File: src/rtl/wb_port_arbiter.sv
// Shares the regfile write port between the pipeline WB stage and a
// buffered long-latency result stream, with a busy scoreboard for decode.
module wb_port_arbiter #(
  parameter int XLEN         = 32,
  parameter int NREG         = 32,
  parameter int FIFO_DEPTH   = 2,
  parameter int STARVE_LIMIT = 4
) (
  input  logic                               clk,
  input  logic                               rst_n,
  input  logic                               pipe_wb_valid,
  input  logic [4:0]                         pipe_wb_rd,
  input  logic [XLEN-1:0]                    pipe_wb_data,
  input  logic                               lu_issue_valid,
  input  logic [4:0]                         lu_issue_rd,
  input  logic                               lu_res_valid,
  input  logic [4:0]                         lu_res_rd,
  input  logic [XLEN-1:0]                    lu_res_data,
  output logic                               lu_res_ready,
  input  logic [4:0]                         chk_rs1,
  input  logic [4:0]                         chk_rs2,
  input  logic [4:0]                         chk_rd,
  output logic                               busy_hit,
  output logic                               pipe_stall,
  output logic                               rf_we,
  output logic [4:0]                         rf_waddr,
  output logic [XLEN-1:0]                    rf_wdata,
  output logic [$clog2(FIFO_DEPTH+1)-1:0]    fifo_count,
  output logic                               err_waw
);

  localparam int CW = $clog2(FIFO_DEPTH + 1);
  localparam int PW = (FIFO_DEPTH > 1) ? $clog2(FIFO_DEPTH) : 1;
  localparam int SW = $clog2(STARVE_LIMIT + 1);
  localparam logic [CW-1:0] DEPTH_C = CW'(FIFO_DEPTH);
  localparam logic [PW-1:0] LAST_C  = PW'(FIFO_DEPTH - 1);
  localparam logic [SW-1:0] SLIM_C  = SW'(STARVE_LIMIT);

  logic [4:0]      fifo_rd_q   [FIFO_DEPTH];
  logic [4:0]      fifo_rd_d   [FIFO_DEPTH];
  logic [XLEN-1:0] fifo_data_q [FIFO_DEPTH];
  logic [XLEN-1:0] fifo_data_d [FIFO_DEPTH];
  logic [PW-1:0]   rd_ptr_q, rd_ptr_d;
  logic [PW-1:0]   wr_ptr_q, wr_ptr_d;
  logic [CW-1:0]   count_q, count_d;
  logic [SW-1:0]   starve_q, starve_d;
  logic [NREG-1:0] busy_q, busy_d;
  logic            err_q, err_d;

  logic            fifo_nonempty;
  logic            fifo_grant;
  logic            enq;
  logic            pipe_we;
  logic [4:0]      head_rd;
  logic [XLEN-1:0] head_data;

  function automatic logic [PW-1:0] nxt(input logic [PW-1:0] p);
    return (p == LAST_C) ? '0 : p + 1'b1;
  endfunction

  always_comb begin
    fifo_nonempty = (count_q != '0);
    head_rd       = fifo_rd_q[rd_ptr_q];
    head_data     = fifo_data_q[rd_ptr_q];
    lu_res_ready  = rst_n && (count_q != DEPTH_C);
    enq           = lu_res_valid && lu_res_ready;
    fifo_grant    = rst_n && fifo_nonempty &&
                    (!pipe_wb_valid || starve_q == SLIM_C);
    pipe_stall    = fifo_grant && pipe_wb_valid;
    pipe_we       = rst_n && !fifo_grant && pipe_wb_valid &&
                    (pipe_wb_rd != 5'd0);
    rf_we         = 1'b0;
    rf_waddr      = '0;
    rf_wdata      = '0;
    if (rst_n) begin
      if (fifo_grant) begin
        rf_we    = (head_rd != 5'd0);
        rf_waddr = head_rd;
        rf_wdata = head_data;
      end else begin
        rf_we    = pipe_we;
        rf_waddr = pipe_wb_rd;
        rf_wdata = pipe_wb_data;
      end
    end
    busy_hit = rst_n &&
               ((chk_rs1 != 5'd0 && busy_q[chk_rs1]) ||
                (chk_rs2 != 5'd0 && busy_q[chk_rs2]) ||
                (chk_rd  != 5'd0 && busy_q[chk_rd]));
    fifo_count = count_q;
    err_waw    = err_q;
  end

  always_comb begin
    fifo_rd_d   = fifo_rd_q;
    fifo_data_d = fifo_data_q;
    rd_ptr_d    = rd_ptr_q;
    wr_ptr_d    = wr_ptr_q;
    count_d     = count_q;
    starve_d    = starve_q;
    busy_d      = busy_q;
    err_d       = err_q;
    if (enq) begin
      fifo_rd_d[wr_ptr_q]   = lu_res_rd;
      fifo_data_d[wr_ptr_q] = lu_res_data;
      wr_ptr_d              = nxt(wr_ptr_q);
    end
    if (fifo_grant) rd_ptr_d = nxt(rd_ptr_q);
    if (enq && !fifo_grant) count_d = count_q + 1'b1;
    else if (!enq && fifo_grant) count_d = count_q - 1'b1;
    if (fifo_grant || !fifo_nonempty) starve_d = '0;
    else if (pipe_wb_valid && starve_q != SLIM_C) starve_d = starve_q + 1'b1;
    // clear first so a coincident issue to the same rd keeps it busy
    if (fifo_grant && head_rd != 5'd0) busy_d[head_rd] = 1'b0;
    if (lu_issue_valid && lu_issue_rd != 5'd0) begin
      busy_d[lu_issue_rd] = 1'b1;
      if (busy_q[lu_issue_rd]) err_d = 1'b1;
    end
    if (pipe_we && busy_q[pipe_wb_rd]) err_d = 1'b1;
  end

  always_ff @(posedge clk) begin
    if (!rst_n) begin
      rd_ptr_q <= '0;
      wr_ptr_q <= '0;
      count_q  <= '0;
      starve_q <= '0;
      busy_q   <= '0;
      err_q    <= 1'b0;
    end else begin
      rd_ptr_q <= rd_ptr_d;
      wr_ptr_q <= wr_ptr_d;
      count_q  <= count_d;
      starve_q <= starve_d;
      busy_q   <= busy_d;
      err_q    <= err_d;
    end
  end

  always_ff @(posedge clk) begin
    fifo_rd_q   <= fifo_rd_d;
    fifo_data_q <= fifo_data_d;
  end

endmodule

File: config.mk
export PLATFORM = sky130hd
export DESIGN_NAME = wb_port_arbiter
export DESIGN_NICKNAME = d
export VERILOG_FILES = /design/src/rtl/wb_port_arbiter.sv
export SDC_FILE = /design/constraint.sdc
export NUM_CORES = 1
export LEC_CHECK = 0
export ABC_AREA = 1
export CORE_MARGIN = 2
export CORE_UTILIZATION = 52
export DETAILED_ROUTE_END_ITERATION = 10
export GPL_TIMING_DRIVEN = 0
export HOLD_SLACK_MARGIN = 0.1
export PLACE_DENSITY = 0.91
export SETUP_SLACK_MARGIN = 0.2
export SLEW_MARGIN = 20
export SYNTH_ARGS = -nofsm -noshare
export SYNTH_HDL_FRONTEND = slang
export SYNTH_SLANG_ARGS = --single-unit
File: constraint.sdc
create_clock -name clk -period 3.63 [get_ports clk]
set_input_delay 0.726 -clock clk [delete_from_list [all_inputs] [get_ports clk]]
set_output_delay 0.726 -clock clk [all_outputs]
set_load 0.01 [all_outputs]
==> results of run 1 <==
==> routing by layer <==
metal  wire [um]  vias up  global-route usage, %  share of wire [%]
met3        3200      163                   11.4                 13
met2       11700      611                   56.8                 47
met1        8430     3471                   39.5                 34
li1            -     3454                      -                  -
met5          13        -                      0              0.052
met4        1660        2                   22.9                6.7
==> stage by stage <==
| stage | power [mW] | TNS [ns] |
|---|---|---|
| after global routing | 4.60 | 0 |
| final | 4.46 | 0 |
| after detailed placement | 2.63 | -4.93 |
| after floorplan | 2.16 | 0 |
| after CTS | 4.40 | 0 |
| after global placement | 2.57 | -71.90 |
==> worst min-delay path: cells and delay by family (launching register included) <==
family	cells	cell delay, ns
compound gates	2	0.13
flops	1	0.32
==> cell usage after synthesis (2+ instances only) <==
| cell type | number | area (um2) |
|---|---|---|
| nor2_1 | 62 | 233 |
| o22ai_1 | 3 | 18.8 |
| nand3_1 | 88 | 440 |
| a31oi_1 | 3 | 18.8 |
| a21oi_2 | 10 | 87.6 |
| nand2_1 | 297 | 1110 |
| o21ai_0 | 64 | 320 |
| nor2_4 | 2 | 22.5 |
| buf_4 | 6 | 45.0 |
| clkinv_1 | 3 | 11.3 |
| buf_2 | 18 | 90.1 |
| nor3_1 | 10 | 50.1 |
| inv_2 | 8 | 30.0 |
| nand2_2 | 3 | 18.8 |
| o211ai_1 | 5 | 37.5 |
| clkbuf_1 | 16 | 60.1 |
| nor3_2 | 2 | 20.0 |
| ha_1 | 3 | 37.5 |
| a21oi_1 | 98 | 490 |
| edfxtp_1 | 74 | 2220 |
| o21ai_2 | 13 | 114 |
| dfxtp_1 | 40 | 801 |
| buf_6 | 2 | 22.5 |
| inv_1 | 115 | 432 |
| o21ai_1 | 5 | 25.0 |
| o31ai_1 | 3 | 22.5 |
==> flip-flops by register name (all words and copies together), names as in the netlist <==
register / count
fifo_data_q: 64
busy_q: 32
fifo_rd_q: 10
starve_q: 3
fifo_count: 2
err_waw: 1
rd_ptr_q: 1
wr_ptr_q: 1
==> path summary, 6_finish.rpt <==
path	start	endpoint	depth (start not counted)
max	rst_n	rf_we	10
min	busy_q[8]$_SDFF_PN0_	busy_q[8]$_SDFF_PN0_	2
max reg2reg	fifo_count[0]$_SDFFE_PN0P_	fifo_data_q[5]$_DFFE_PP_	5
min reg2reg	busy_q[8]$_SDFF_PN0_	busy_q[8]$_SDFF_PN0_	2
==> power groups by stage <==
stage          combinational, mW  sequential, mW  clock (mW)
3_3_place_gp                1.06            1.50           0
6_report                    1.19            1.48        1.79
4_1_cts                     1.15            1.48        1.76
5_1_grt                     1.29            1.48        1.83
3_5_place_dp                1.13            1.50           0
2_1_floorplan              0.666            1.50           0
==> kinds of logic after synthesis <==
kind of cell             count (synthesis)
XOR/XNOR                                 2
AO/OA/AOI/OAI                          205
flip-flops                             114
adder cells (fa/ha/maj)                  3
AND/OR/NAND/NOR                        466
buffers and inverters                  170
==> final cells by class <==
| class | count | area, um2 | area share (%) |
|---|---|---|---|
| clock buffers | 19 | 433 | 4.72 |
| plain buffers | 44 | 268 | 2.92 |
| multi-input cells | 676 | 3150 | 34.4 |
| well taps | 172 | 215 | 2.35 |
| inverters | 126 | 473 | 5.16 |
| clock inverters | 13 | 185 | 2.02 |
| repair buffers | 138 | 1420 | 15.5 |
| flip-flops and latches | 114 | 3020 | 33.0 |
==> layout by cell type (no fill, tap or decap), types with 3 or more instances in the layout <==
master and instances:
o31ai_1 3, a31oi_1 3, clkinvlp_4 4, a21oi_2 12, nor2_1 60, bufinv_16 4, dfxtp_1 40, nor2_4 5
nor3_1 10, ha_1 3, clkbuf_16 17, nand2_1 296, edfxtp_1 74, inv_2 8, o21ai_2 13, o21ai_1 7
o211ai_1 5, nand2_2 4, buf_2 11, clkinv_1 4, buf_4 9, clkdlybuf4s50_1 99, inv_1 115, dlygate4sd2_1 23
clkbuf_1 17, o21ai_0 62, dlymetal6s2s_1 13, buf_6 6, a21oi_1 96, nand3_1 88
==> what timing repair did <==
action                     in CTS  in global routing
pin swaps                       0                  1
setup buffers                   0                  1
setup endpoints to repair      39                 19
resized for setup              35                 24
==> results.json, run 1 <==
{
  "avgSynthCellArea_um2": 7.13,
  "synth_top_family_by_area": "simple AND/OR/NAND/NOR gates",
  "die_x_um": 119,
  "maxSlewHeadroom_pct": 14.1,
  "place_congestion": 1.01,
  "r2r_slack_ns": 1.38,
  "switching_share_pct": 32.7,
  "grt_first_pass_wirelength_um": 38200,
  "ys_ff_latch": 114,
  "pwr-share-comb_pct": 26.7,
  "diodes": 0,
  "post_drt_wl_per_cell_um": 19.2,
  "cp.buffers_inverters": 6,
  "num_vias": 7701,
  "syn-cell-area_um2": 6840,
  "whs_ns": 0.504,
  "grt_overflow": 0,
  "max_cap_viol_count": 0,
  "synth-simple-area-share_pct": 27.9,
  "arrival_ns": 2.67,
  "p_seq_share_pct": 33.2,
  "crit_required_ns": 2.90,
  "clk_latency_ns": 0.43,
  "synth-xor-area-share_pct": 0.256,
  "synthAdderAreaFrac_pct": 0.549,
  "dieArea_um2": 14100,
  "die_h_um": 119,
  "clock_power_share_pct": 40.1,
  "start_util_pct": 53.8,
  "status": "finished clean",
  "synth_edf_count": 74,
  "worst_slew_pin_slew_ns": 1.28,
  "period_minus_slack_ns": 3.40,
  "intPower_mw": 3.00,
  "critPathMaxFanout": 10,
  "utilization_pct": 72.1,
  "async_reset_ff_share_pct": 0,
  "antenna_found_initial": 1,
  "cts_tree": "built",
  "crit_family": "buffers and inverters",
  "path_clk_slew_ns": 0.06,
  "nets": 1219,
  "hold_path_class": "reg2reg",
  "layout_setup_ws_ns": 0.230,
  "core_area_um2": 12700,
  "cts_made_buffers": 17,
  "cts_sinks": 114,
  "cp_slowest_cell": "clkdlybuf4s50_1",
  "slowest_delay_ns": 0.57,
  "pin_count": 143,
  "layout.cells.non_filler": 1302,
  "synth_flop_cell": "edfxtp_1",
  "clock_path_buffers": 2,
  "finalMaxSlewViolations": 0,
  "num-fill-cells": 934,
  "power-per-cell-area_nw_per_um2": 486,
  "final_cell_area_um2": 9170,
  "leakage_nw": 4.04,
  "ir_worst_vdd_mv": 0.344,
  "period_share_pct": 93.7,
  "port_buffers": 135,
  "rsz0062_at_grt": "false",
  "endpoint_kind": "output pin",
  "setup_viol": 0,
  "start_kind": "primary input",
  "muxShareOfSynthArea_pct": 0,
  "crit_chain": "dlygate4sd2_1 > inv_2 > a21oi_2 > inv_1 > nor2_4 > buf_4 > o21ai_2 > buf_6 > o21ai_1 > clkdlybuf4s50_1",
  "post-place-cells": 1269,
  "syn_to_final_growth_pct": 34.0,
  "critical_path_class": "in2out",
  "drt_iter0_markers": 1021,
  "post-route-drc-count": 0,
  "routed_wirelength_um": 25000,
  "pre_cts_ws_ns": -0.324,
  "yosys_warnings": 0,
  "clock_skew_ns": 0.00690,
  "switching_power_mw": 1.46,
  "max_freq_mhz": 294,
  "firstDrtPassIters": 7,
  "ys_types": 33,
  "yosysSeqAreaShare_pct": 44.2,
  "place_area_um2": 8480,
  "via_per_inst": 5.91,
  "layout-drive-gt1-share_pct": 9.38,
  "dp_hpwl_um": 16900,
  "ant_nets": 0,
  "first_global_vias": 7516,
  "grt.total_usage_pct": 35.1,
  "grt_start_max_net_pins": 21,
  "cts_root_buf": "clkbuf_16",
  "syn_nets": 1062,
  "synth_compound_area_share_pct": 16.8,
  "cts_max_level": 4,
  "hold_buffers": 0,
  "hold_viol_final": 0,
  "syn_inst": 960,
  "rows": 41
}
Note: power is estimated with default switching activity, not from simulation.
==> inputs of run 2 (changes only) <==
- ABC_CLOCK_PERIOD_IN_PS: not set -> 4000
- CORE_UTILIZATION: 52 -> 40
- PLACE_DENSITY: 0.91 -> 0.75
- clock period: 3.63 -> 4 ns (I/O delays scaled with it)
==> run 2 against run 1 <==
  * First-iteration DRC count decreased by 43%
  * Cell count up 3.5%
  * Clock power fell by 15%
  * Wire length is 13% lower
  * Clock-buffer cell count fell by 2
  * Setup slack better by 0.051 ns
  * Via count down 7.9%
  * Largest power group unchanged
  * Highest routed layer is now met4
==> results.json, run 2 (synthesis results as in run 1) <==
{
  "layout.cells.non_filler": 1347,
  "firstDrtPassIters": 8,
  "diodes": 0,
  "crit_path_start": "pipe_wb_valid",
  "crit_top_cell": "clkdlybuf4s50_1",
  "holdPathEnd": "starve_q[0]$_SDFFE_PP0P_",
  "slowest_delay_ns": 0.59,
  "endpoint_kind": "output pin",
  "leakage_nw": 3.79,
  "clk_latency_ns": 0.41,
  "power-per-cell-area_nw_per_um2": 427,
  "path_clk_slew_ns": 0.05,
  "worstHoldPathCells": 1,
  "dp_hpwl_um": 16300,
  "pin_count": 143,
  "postCtsSetupBuffers": 0,
  "layout-drive-gt1-share_pct": 8.70,
  "cts_sinks": 114,
  "critical_path_class": "in2out",
  "finalMaxSlewViolations": 0,
  "ir_worst_vdd_mv": 0.346,
  "max_cap_viol_count": 0,
  "top_register": "fifo_data_q",
  "start_util_pct": 41.1,
  "die_h_um": 135,
  "setup_viol": 0,
  "routed_wirelength_um": 21700,
  "grt_start_max_net_pins": 25,
  "cts_made_buffers": 17,
  "clock_path_buffers": 2,
  "die_x_um": 135,
  "r2r-end": "fifo_rd_q[6]$_DFFE_PP_",
  "status": "finished clean",
  "largest_reg_flops": 64,
  "core_area_um2": 16600,
  "hold_buffers": 0,
  "crit_required_ns": 3.20,
  "r2r_slack_ns": 1.93,
  "post_drt_wl_per_cell_um": 16.1,
  "critPathMaxFanout": 10,
  "top_regs": "fifo_data_q x64, busy_q x32, fifo_rd_q x10",
  "cts_max_level": 4,
  "rr_worst_depth": 5,
  "reg2reg_from": "fifo_count[0]$_SDFFE_PN0P_",
  "nets": 1218,
  "num_vias": 7096,
  "p_total_mw": 3.90,
  "start_kind": "primary input",
  "final_cell_mix": "nand2_1, clkdlybuf4s50_1, inv_1",
  "ant_nets": 0,
  "place_congestion": 0.971,
  "cts_root_buf": "clkbuf_16",
  "antenna_found_initial": 0,
  "period_share_pct": 93.0,
  "maxSlewHeadroom_pct": 29.8,
  "cp_slowest_cell": "clkdlybuf4s50_1",
  "grt_first_pass_wirelength_um": 33700,
  "worst_slew_pin_slew_ns": 1.05,
  "period_minus_slack_ns": 3.72,
  "dieArea_um2": 18200,
  "layout.cells.most_common": "nand2_1",
  "drt_iter0_markers": 582,
  "syn_to_final_growth_pct": 33.6,
  "rows": 47,
  "hold_viol_final": 0,
  "cts_tree": "built",
  "grt_overflow": 0,
  "post-route-drc-count": 0,
  "min_from": "starve_q[0]$_SDFFE_PP0P_",
  "max_freq_mhz": 269,
  "fin_tns_setup_ns": 0,
  "hold_path_class": "reg2reg",
  "arrival_ns": 2.92,
  "crit_chain": "clkdlybuf4s50_1 > inv_1 > a21oi_2 > nor2_2 > buf_4 > buf_2 > o21ai_0 > a21oi_1 > clkdlybuf4s50_1",
  "clock_skew_ns": 0.00592,
  "via_per_inst": 5.27,
  "post-place-cells": 1317,
  "grt.total_usage_pct": 24.0,
  "port_buffers": 135,
  "whs_ns": 0.463,
  "first_global_vias": 6699,
  "rsz0062_at_grt": "true"
}
run 2: cell types whose count changed in the layout (fill, tap and decap cells not counted), sizes merged:
cell,change
clkbuf,+2
inv,-1
buf,-5
clkdlybuf4s50,+33
clkinvlp,-3
dlymetal6s2s,-11
clkinv,+4
clkdlybuf4s15,+1
dlygate4sd2,-23
run 2: how the worst max path moves through the flow:
stage                                end  slack (ns)  cells after the start
6_report                    rf_wdata[14]        0.28                      9
5_1_grt                         busy_hit        0.15                     13
4_1_cts                     rf_wdata[30]        0.25                      9
3_5_place_dp                rf_wdata[30]       -0.10                     10
3_3_place_gp   fifo_data_q[41]$_DFFE_PP_       -0.98                      5
2_1_floorplan   fifo_data_q[0]$_DFFE_PP_        0.72                      4
run 2: routing by layer:
metal,up-vias,global-route usage (%),share of wire [%]
met3,40,6.31,9.4
met1,3255,29.6,41
li1,3455,-,-
met2,346,40.2,47
met4,0,9.06,2.7
met5,-,0,0
run 2: final cells by class:
type | instances | area, um2
Timing Repair Buffer | 137 | 1400
Fill cell | 1521 | 7510
Inverter | 126 | 473
Sequential cell | 114 | 3020
Tap cell | 220 | 275
Clock inverter | 13 | 169
Clock buffer | 17 | 425
Buffer | 44 | 236
Multi-Input combinational cell | 676 | 3140
run 2: critical path: cells and delay by family:
family	cells	cell delay, ns
buffers and inverters	5	1.54
AOI/OAI and AO/OA	3	0.39
and+or+nand+nor	1	0.20
run 2: repair_timing:
item	CTS	global route
pin swaps	0	0
gates resized for setup	3	7
hold endpoints to repair	0	0
endpoints found under the setup margin	34	8
run 2: metrics by stage:
stage	setup slack [ns]	area [um2]	utilization [%]
floorplan	0.720	6840	-
global placement	-0.983	8470	50.9
detailed placement	-0.103	8520	51.2
CTS	0.246	9120	54.8
global route	0.154	9140	54.9
finish	0.281	9140	54.9
run 2: power by group:
part | switching (mW) | internal, mW
Sequential | 0.0283 | 1.31
Combinational | 0.651 | 0.380
Clock | 0.508 | 1.02
==> inputs of run 3 (changes only) <==
- SKIP_CTS_REPAIR_TIMING: not set -> 1
==> run 3 against run 2 <==
  * Global-route usage is the same
  * Sequential cell count unchanged
  * Fmax barely moved
  * Die area unchanged
  * Sequential share of layout area hardly changed
  * Setup slack got worse by 0.0020 ns
  * Sequential power barely moved
  * Utilization is essentially flat
  * Largest power group unchanged
  * Highest routed layer unchanged
==> results.json, run 3 (synthesis results as in run 1) <==
{
  "final_cell_mix": "nand2_1, clkdlybuf4s50_1, inv_1",
  "cp_slowest_cell": "clkdlybuf4s50_1",
  "num_vias": 7071,
  "switching_power_mw": 1.19,
  "layout.cells.most_common": "nand2_1",
  "grt.total_usage_pct": 24.0,
  "crit_chain": "clkdlybuf4s50_1 > inv_1 > a21oi_2 > nor2_2 > buf_4 > buf_2 > o21ai_0 > a21oi_1 > clkdlybuf4s50_1",
  "post-route-drc-count": 0,
  "crit_required_ns": 3.20,
  "ant_nets": 0,
  "max_cap_viol_count": 0,
  "cts_tree": "built",
  "first_global_vias": 6699,
  "nets": 1218,
  "r2r-end": "fifo_rd_q[6]$_DFFE_PP_",
  "path_clk_slew_ns": 0.05,
  "p_seq_share_pct": 34.3,
  "hold_path_class": "reg2reg",
  "fin_tns_setup_ns": 0,
  "worst_slew_pin_slew_ns": 1.05,
  "ir_worst_vdd_mv": 0.346,
  "place_congestion": 0.971,
  "endpoint_kind": "output pin",
  "start_kind": "primary input",
  "drt_iter0_markers": 531,
  "dieArea_um2": 18200,
  "critPathMaxFanout": 10,
  "rsz0062_at_grt": "false",
  "top_register": "fifo_data_q",
  "hold_viol_final": 0,
  "worstHoldPathCells": 1,
  "crit_top_cell": "clkdlybuf4s50_1",
  "antenna_found_initial": 0,
  "core_area_um2": 16600,
  "critical_path_class": "in2out",
  "via_per_inst": 5.25,
  "leakage_nw": 3.79,
  "period_minus_slack_ns": 3.72,
  "rows": 47,
  "rr_worst_depth": 5,
  "layout-drive-gt1-share_pct": 8.70,
  "cp.buffers_inverters": 5,
  "die_h_um": 135,
  "diodes": 0,
  "r2r_slack_ns": 1.93,
  "port_buffers": 135,
  "finalMaxSlewViolations": 0,
  "slowest_delay_ns": 0.59,
  "dp_hpwl_um": 16300,
  "cts_root_buf": "clkbuf_16",
  "grt_start_max_net_pins": 25,
  "pin_count": 143,
  "switching_share_pct": 30.4,
  "min_from": "starve_q[0]$_SDFFE_PP0P_",
  "cts_sinks": 114,
  "routed_wirelength_um": 21600,
  "top_regs": "fifo_data_q x64, busy_q x32, fifo_rd_q x10",
  "period_share_pct": 93.0,
  "syn_to_final_growth_pct": 33.5,
  "firstDrtPassIters": 6,
  "status": "finished clean",
  "setup_viol": 0,
  "largest_reg_flops": 64,
  "max_freq_mhz": 269,
  "power-per-cell-area_nw_per_um2": 427,
  "clock_path_buffers": 2,
  "post_drt_wl_per_cell_um": 16.1,
  "cts_made_buffers": 17,
  "pwr-share-comb_pct": 26.4,
  "die_x_um": 135,
  "intPower_mw": 2.71,
  "arrival_ns": 2.92,
  "reg2reg_from": "fifo_count[0]$_SDFFE_PN0P_",
  "crit_family": "buffers and inverters",
  "grt_overflow": 0,
  "maxSlewHeadroom_pct": 29.3,
  "clock_skew_ns": 0.00666,
  "clock_power_share_pct": 39.2,
  "start_util_pct": 41.1,
  "holdPathEnd": "starve_q[0]$_SDFFE_PP0P_",
  "grt_first_pass_wirelength_um": 33700,
  "cts_max_level": 4,
  "clk_latency_ns": 0.41,
  "whs_ns": 0.463
}
[run 3: cell types whose count changed in the layout (fill, tap and decap cells not counted), sizes merged]
cell,change
clkdlybuf4s15,-1
clkbuf,+1
[run 3: how the worst max path moves through the flow]
stage / depth (start not counted) / to / startpoint
6_report: 9 / rf_wdata[14] / pipe_wb_valid
5_1_grt: 9 / rf_wdata[14] / pipe_wb_valid
4_1_cts: 10 / rf_wdata[14] / rst_n
3_5_place_dp: 10 / rf_wdata[30] / rst_n
3_3_place_gp: 5 / fifo_data_q[41]$_DFFE_PP_ / rst_n
2_1_floorplan: 4 / fifo_data_q[0]$_DFFE_PP_ / rst_n
[run 3: routing by layer]
metal	up-vias	routed length (um)	part of all wire, %	global-route usage (%)
met5	-	0	0	0
met4	0	527	2.4	9.06
met3	37	2160	10	6.31
met2	360	10200	47	40.2
met1	3223	8700	40	29.6
li1	3451	-	-	-
[run 3: final cells by class]
cell class	instances	area [um2]
tap	220	275
timing repair buffer	137	1390
clock inverter	13	169
sequential	114	3020
fill	1518	7510
clock buffer	17	425
buffer	44	236
multi-input combinational	676	3140
inverter	126	473
[run 3: per-stage QoR]
| stage | util (%) | worst slack [ns] | power (mW) | cells | instance area, um2 |
|---|---|---|---|---|---|
| final | 54.9 | 0.279 | 3.90 | 1347 | 9130 |
| after global routing | 54.9 | 0.195 | 4.06 | 1347 | 9130 |
| after CTS | 54.8 | -0.137 | 3.90 | 1347 | 9120 |
| after floorplan | - | 0.720 | 1.96 | 960 | 6840 |
| after global placement | 50.9 | -0.983 | 2.36 | 1315 | 8470 |
| after detailed placement | 51.2 | -0.103 | 2.38 | 1317 | 8520 |
[run 3: power groups by stage]
stage / registers (mW) / logic [mW] / clock network, mW
after global placement: 1.36 / 1.00 / 0
final: 1.34 / 1.03 / 1.53
after global routing: 1.34 / 1.13 / 1.58
after floorplan: 1.36 / 0.604 / 0
after CTS: 1.34 / 1.03 / 1.53
after detailed placement: 1.36 / 1.02 / 0
